[src/rtl/reset_sequencer.sv]
// reset_sequencer: debounced button and PLL-lock supervised, staged active-low reset release (optional RESET_SEQ_ACK_EN).
// Latency: 2-cycle input sync; stage 0 releases on the RESET_CYCLES-th enabled cycle in HOLD, later stages every STAGE_GAP cycles.
// Backpressure: none by default; with RESET_SEQ_ACK_EN each next stage also waits for stage_ack of the newest released stage.
module reset_sequencer #(
    parameter int NUM_STAGES      = 3,
    parameter int RESET_CYCLES    = 131071,
    parameter int STAGE_GAP       = 1024,
    parameter int DEBOUNCE_CYCLES = 65535,
    parameter int LONG_CYCLES     = 4000000
) (
    input  logic                  clk,
    input  logic                  n_reset,
    input  logic                  enable,
    input  logic                  pll_locked,
    input  logic                  button,
`ifdef RESET_SEQ_ACK_EN
    input  logic [NUM_STAGES-1:0] stage_ack,
`endif
    output logic [NUM_STAGES-1:0] nreset_out,
    output logic                  all_released,
    output logic                  reconfigure
);

    localparam int HW = $clog2(RESET_CYCLES) + 1;
    localparam int GW = $clog2(STAGE_GAP) + 1;
    localparam int DW = $clog2(DEBOUNCE_CYCLES) + 1;
    localparam int LW = $clog2(LONG_CYCLES) + 1;

    localparam logic [HW-1:0] HOLD_LAST = HW'(RESET_CYCLES - 1);
    localparam logic [GW-1:0] GAP_LAST  = GW'(STAGE_GAP - 1);
    localparam logic [DW-1:0] DEB_LAST  = DW'(DEBOUNCE_CYCLES - 1);
    localparam logic [LW-1:0] LONG_LAST = LW'(LONG_CYCLES - 1);
    localparam logic [LW-1:0] LONG_TERM = LW'(LONG_CYCLES);

    localparam logic [1:0] ST_HOLD    = 2'd0;
    localparam logic [1:0] ST_RELEASE = 2'd1;
    localparam logic [1:0] ST_RUN     = 2'd2;

    logic            pll_meta, pll_sync;
    logic            btn_meta, btn_sync;
    logic [DW-1:0]   deb_cnt;
    logic            deb, deb_q;
    logic [LW-1:0]   long_cnt;
    logic [1:0]      state;
    logic [HW-1:0]   hold_cnt;
    logic [GW-1:0]   gap_cnt;
    logic            press;
    logic            restart;
    logic            ack_ok;
    logic [NUM_STAGES-1:0] next_mask;

    assign press   = deb & ~deb_q;
    assign restart = ~pll_sync | press;

    // Outputs are a thermometer code, so releasing the next stage is a shift-in of a one.
    assign next_mask = (nreset_out << 1) | NUM_STAGES'(1);

`ifdef RESET_SEQ_ACK_EN
    // Ack of the most recently released stage (top bit of the thermometer) gates the next release.
    assign ack_ok = |(stage_ack & nreset_out & ~(nreset_out >> 1));
`else
    assign ack_ok = 1'b1;
`endif

    // Two-flop synchronisers for the asynchronous PLL lock and raw button.
    always_ff @(posedge clk or negedge n_reset) begin
        if (!n_reset) begin
            pll_meta <= 1'b0;
            pll_sync <= 1'b0;
            btn_meta <= 1'b0;
            btn_sync <= 1'b0;
        end else begin
            pll_meta <= pll_locked;
            pll_sync <= pll_meta;
            btn_meta <= button;
            btn_sync <= btn_meta;
        end
    end

    // Debounce: adopt the synchronised level after DEBOUNCE_CYCLES consecutive differing cycles.
    always_ff @(posedge clk or negedge n_reset) begin
        if (!n_reset) begin
            deb_cnt <= '0;
            deb     <= 1'b0;
            deb_q   <= 1'b0;
        end else begin
            deb_q <= deb;
            if (btn_sync == deb) begin
                deb_cnt <= '0;
            end else if (deb_cnt == DEB_LAST) begin
                deb     <= btn_sync;
                deb_cnt <= '0;
            end else begin
                deb_cnt <= deb_cnt + 1'b1;
            end
        end
    end

    // Long press: saturating count while pressed, single reconfigure pulse on reaching LONG_CYCLES.
    always_ff @(posedge clk or negedge n_reset) begin
        if (!n_reset) begin
            long_cnt    <= '0;
            reconfigure <= 1'b0;
        end else if (!deb) begin
            long_cnt    <= '0;
            reconfigure <= 1'b0;
        end else begin
            reconfigure <= (long_cnt == LONG_LAST);
            if (long_cnt != LONG_TERM) begin
                long_cnt <= long_cnt + 1'b1;
            end
        end
    end

    // Sequencer: HOLD counts enabled locked cycles, RELEASE steps stages, RUN holds; loss or press re-enters HOLD.
    always_ff @(posedge clk or negedge n_reset) begin
        if (!n_reset) begin
            state        <= ST_HOLD;
            hold_cnt     <= '0;
            gap_cnt      <= '0;
            nreset_out   <= '0;
            all_released <= 1'b0;
        end else if (state != ST_HOLD && restart) begin
            // Re-entry takes priority over any release due in the same cycle.
            state        <= ST_HOLD;
            hold_cnt     <= '0;
            gap_cnt      <= '0;
            nreset_out   <= '0;
            all_released <= 1'b0;
        end else begin
            case (state)
                ST_HOLD: begin
                    if (restart) begin
                        hold_cnt <= '0;
                    end else if (enable) begin
                        if (hold_cnt == HOLD_LAST) begin
                            hold_cnt   <= '0;
                            gap_cnt    <= '0;
                            nreset_out <= NUM_STAGES'(1);
                            if (NUM_STAGES == 1) begin
                                state        <= ST_RUN;
                                all_released <= 1'b1;
                            end else begin
                                state <= ST_RELEASE;
                            end
                        end else begin
                            hold_cnt <= hold_cnt + 1'b1;
                        end
                    end
                end
                ST_RELEASE: begin
                    if (gap_cnt != GAP_LAST) begin
                        gap_cnt <= gap_cnt + 1'b1;
                    end else if (ack_ok) begin
                        gap_cnt    <= '0;
                        nreset_out <= next_mask;
                        if (&next_mask) begin
                            state        <= ST_RUN;
                            all_released <= 1'b1;
                        end
                    end
                end
                ST_RUN: begin
                end
                default: begin
                    state        <= ST_HOLD;
                    hold_cnt     <= '0;
                    gap_cnt      <= '0;
                    nreset_out   <= '0;
                    all_released <= 1'b0;
                end
            endcase
        end
    end

endmodule

[config.mk]
export PLATFORM = sky130hd
export DESIGN_NAME = reset_sequencer
export DESIGN_NICKNAME = d
export VERILOG_FILES = /design/src/rtl/reset_sequencer.sv
export SDC_FILE = /design/constraint.sdc
export NUM_CORES = 1
export LEC_CHECK = 0
export CORE_MARGIN = 8
export CORE_UTILIZATION = 50
export DETAILED_ROUTE_END_ITERATION = 12
export HOLD_SLACK_MARGIN = 0.1
export PLACE_DENSITY = 0.67
export SYNTH_ARGS = -nofsm -noshare
export SYNTH_HDL_FRONTEND = slang
export SYNTH_SLANG_ARGS = --single-unit
[constraint.sdc]
create_clock -name clk -period 2.3 [get_ports clk]
set_input_delay 0.69 -clock clk [delete_from_list [all_inputs] [get_ports clk]]
set_output_delay 0.69 -clock clk [all_outputs]
set_load 0.05 [all_outputs]
== Word-level counts from Yosys, hierarchy flattened ==
Cells that the tools add are included.
Widths: inputs -> output; s select.
Storage, ports and cells
  input bits: 5
  output and inout port bits: 5
  logic and storage cells: 86
  flip-flop bits (word level): 82
Operators by class
  add/sub/neg operators: 4
  reductions and logical operators: 12
  bitwise logic cells: 5
  mux-type cells: 33
  equality and inequality tests: 18
Operators by type and width (count)
  $mux 18: 4
  $mux 11: 5
  $mux 23: 2
  $pmux 18 s2: 1
  $mux 17: 2
  $pmux 11 s3: 1
  $add 23x1->23 const B: 1
  $eq 23x22->1 const B: 1
  $ne 23x22->1 const B: 1
  $add 18x1->18 const B: 1
  $eq 18x17->1 const B: 1
  $add 17x1->17 const B: 1
  $eq 17x16->1 const B: 1
  $mux 3: 5
  $ne 3x3->1 const B: 5
  $mux 2: 6
  $add 11x1->11 const B: 1
  $ne 11x10->1 const B: 1
  $pmux 3 s3: 1
  $ne 2x1->1 const B: 3
  $pmux 2 s3: 1
  $reduce_and 2->1: 3
  $reduce_and 6->1: 1
  $reduce_and 5->1: 1
  16 further kinds: 22

== Longest topological paths before layout ==
  depth in word-level cells: 6
  mapped depth: 9
  gate-level depth less buffers: 7

== Least setup slack after synthesis ==
No wires, ideal clock.
  path kind: input to register
  start: input enable
  end: register gap_cnt[2]
  data arrival time: 1.831 ns
  slack: 0.348 ns
  stages: 6
  setup time: 0.121 ns
  buffers on the path: 1
  required time: 2.179 ns
  cells stage by stage: and4b_1 and4_1 a21oi_1 clkbuf_1 nor2_1 a22o_1
On the way
  longest elaborated chain between the ends: 2
RTL lines
  start, declared: RTL line 13  | input logic enable,
  $ne 3x3->1 (no source line)
  $reduce_and 4->1 (no source line)
  end signal, assigned: RTL line 153  | gap_cnt <= gap_cnt + 1'b1;
  end, declared: RTL line 46  | logic [GW-1:0] gap_cnt;
No other way between the ends.
A chain may end at the register's enable or synchronous reset.

== Final worst setup path ==
  start: register all_released
  end: output all_released
RTL lines
  start, declared: RTL line 20  | output logic all_released,
  start signal, assigned: RTL line 122  | all_released <= 1'b0;
  start signal, assigned: RTL line 129  | all_released <= 1'b0;
  start signal, assigned: RTL line 142  | all_released <= 1'b1;
No word-level cell between the ends.

==> results.txt <==
outcome = completed
Seq/Total Area, Yosys = 48.5%
largest area contributor in the netlist = dfrtp_1
Die Width = 108 um
fin nets = 484
largest net degree at the start of global routing = 42
antenna violations before repair = 0
Max Clock Freq = 455 MHz
Gate power share = 4.0%
Buffers & Inverters on Critical Path = 1
Final HPWL DP = 5760 um
fill cell count = 717
instance count of the mapped netlist = 440
ratio of cells with drive above 1 in the final layout = 10.2%
Slew HR = 61.4%
ys flop type = dfrtp_1
LEAKAGE = 2.07 nW
clk buf depth = 2
Sw Share = 20.2%
most common cell after layout, fill and taps aside = dfrtp_1
Total Routing Usage GR = 14.9%
final WL = 8170 um
clk sinks = 82
number of synthesized flops with an enable pin = 0
Syn Std Cell Area = 4230 um2
sequential group share of total power = 50.5%
Crit. End Element = output pin
Syn Nets = 456
Die Ht = 108 um
Antenna Nets Post-Route = 0
IO Port Bufs = 9
wire length of the first global-routing pass = 14,300 um
Crit path required time = 1.61 ns
multi-input gate area in the final layout = 2040 um2
max incr delay on CP = 0.80 ns
area grow syn2layout = 14.0%
core area = 8220 um2
Antenna diodes = 0
Post-route DRC = 0
Mean Syn Cell Area = 9.62 um2
crit-path max FO = 2
top-area cell type share of the netlist area = 48.5%
Max IR drop VDD = 0.000383 V
Vias/cell = 5.58
clock group share of total power = 45.5%
CP Launch Type = register
MaxCap Viol Count = 0
largest cells by area after synthesis = dfrtp_1 (48%), xor2_1 (4.6%), nor2_1 (4.3%), nand3_1 (3.3%), nand2_1 (3.3%)
period utilization = 95.5%
commonest cells after routing, fill and taps aside = dfrtp_1 (82), nor2_1 (48), nand2_1 (37)
root buffer cell = clkbuf_8
crit-path leading delay family = buffers and inverters
WL/cell = 14.2 um
internal power = 2.32 mW
Top Ports = 10
Vias = 3,218
final cell count without fillers = 577
CTS hold repair buffers = 0
clk_skew = 0.0146 ns
CP max stage cell = clkdlybuf4s50_1
async set-reset flop share out of synthesis = 100%
Starting Density = 51.5%
register area = 2050 um2
die area = 11,700 um2
worst slew pin tran = 0.578 ns
YS warnings = 0
#FFs+latches synth = 82
number of global-route vias before repair = 3,092
endpoints failing setup = 0
H-Tree Depth = 3
final hold vios = 0
CTS clk-pin slew, worst paths = 0.09 ns
RSZ-0062 raised after global routing = no
Pwr per Cell Area = 604 nW/um2
gpl congestion = 0.821
DRT iter0 DRCs = 74
Max Slew Vio Count = 0
hold slack = 0.242 ns
number of cell rows = 33
Total Power = 2.91 mW
CTS tree = yes
Netlist cell types = 56
Psw = 0.589 mW
CP arrival = 1.51 ns
CTS buffer count = 9
Worst-Skew Late Latency = 0.34 ns
Cell Count Post-Placement = 562
GR Overflow Total = 0
Critical Path, Cell by Cell = clkdlybuf4s50_1
drt pass-1 iters = 4
Crit Path Class = reg -> out
min cycle time layout = 2.20 ns
min-delay worst type = in -> async
[layout make-up]
| cell class | instances | share of cell area [%] |
|---|---|---|
| Sequential cell | 82 | 42.5 |
| Tap cell | 105 | 2.72 |
| Timing Repair Buffer | 31 | 5.60 |
| Clock inverter | 5 | 2.65 |
| Inverter | 20 | 1.56 |
| Clock buffer | 10 | 2.65 |
| Multi-Input combinational cell | 324 | 42.3 |
[Yosys cell counts (8+ instances only)]
master / number
nor2_1: 48
xor2_1: 22
inv_1: 20
o21ai_0: 24
nor4_1: 8
a22o_1: 11
and4_1: 9
nand4_1: 17
nand3_1: 28
ha_1: 11
dfrtp_1: 82
xnor2_1: 12
a21oi_1: 17
nand2_1: 37
[per-stage QoR]
stage / setup slack (ns) / utilization [%] / setup TNS [ns] / instance area (um2)
after CTS: 0.0209 / 58.6 / 0 / 4810
after global routing: 0.0347 / 58.7 / 0 / 4820
after global placement: -0.164 / 55.5 / -1.59 / 4560
after detailed placement: -0.273 / 55.5 / -2.60 / 4560
after floorplan: 0.348 / - / 0 / 4230
final: 0.103 / 58.7 / 0 / 4820
[power groups by stage]
stage / Clock [mW] / Combinational, mW / Sequential, mW
floorplan: 0 / 0.0501 / 1.50
global placement: 0 / 0.117 / 1.50
detailed placement: 0 / 0.118 / 1.50
CTS: 1.36 / 0.119 / 1.47
global route: 1.43 / 0.132 / 1.47
finish: 1.33 / 0.116 / 1.47
[worst paths after layout]
check | from | to | slack, ns | cells after the start
setup / recovery | all_released$_DFFE_PN0P_ | all_released | 0.10 | 1
hold / removal | n_reset | hold_cnt[0]$_DFFE_PN0P_ | 0.24 | 1
setup reg to reg | gap_cnt[0]$_DFFE_PN0P_ | gap_cnt[3]$_DFFE_PN0P_ | 0.19 | 6
hold reg to reg | btn_meta$_DFF_PN0_ | btn_sync$_DFF_PN0_ | 0.36 | 0
max in group asynchronous | n_reset | gap_cnt[0]$_DFFE_PN0P_ | 1.48 | 2
min in group clk | btn_meta$_DFF_PN0_ | btn_sync$_DFF_PN0_ | 0.36 | 0
[logic make-up (layout without fill, tap and decap cells)]
logic type	Yosys count	after routing	synth area share [%]
compound gates	83	83	12.7
xor+xnor	34	34	7.04
fa+ha+maj	11	11	3.25
buf+inv	34	66	3.40
flops	82	82	48.5
mux	2	2	0.532
simple gates	194	194	24.6
[state kept, by name, indices dropped and copies added, names as in the netlist]
signal and flops:
long_cnt 23, hold_cnt 18, deb_cnt 17, gap_cnt 11
nreset_out 3, state 2, all_released 1, btn_meta 1
btn_sync 1, deb 1, deb_q 1, pll_meta 1
pll_sync 1, reconfigure 1
[metal layers]
metal | vias up | track usage, % | share of wire [%]
met5 | - | 0 | 0
met4 | 0 | 2.97 | 0.48
met3 | 4 | 3.57 | 2.5
met2 | 35 | 23.9 | 47
met1 | 1549 | 20.0 | 50
li1 | 1630 | - | -
[repair_timing]
item / CTS / global route
setup buffers: 0 / 0
setup endpoints to repair: 0 / 11
gates resized for setup: 0 / 3
(Power assumes the default switching activity.)
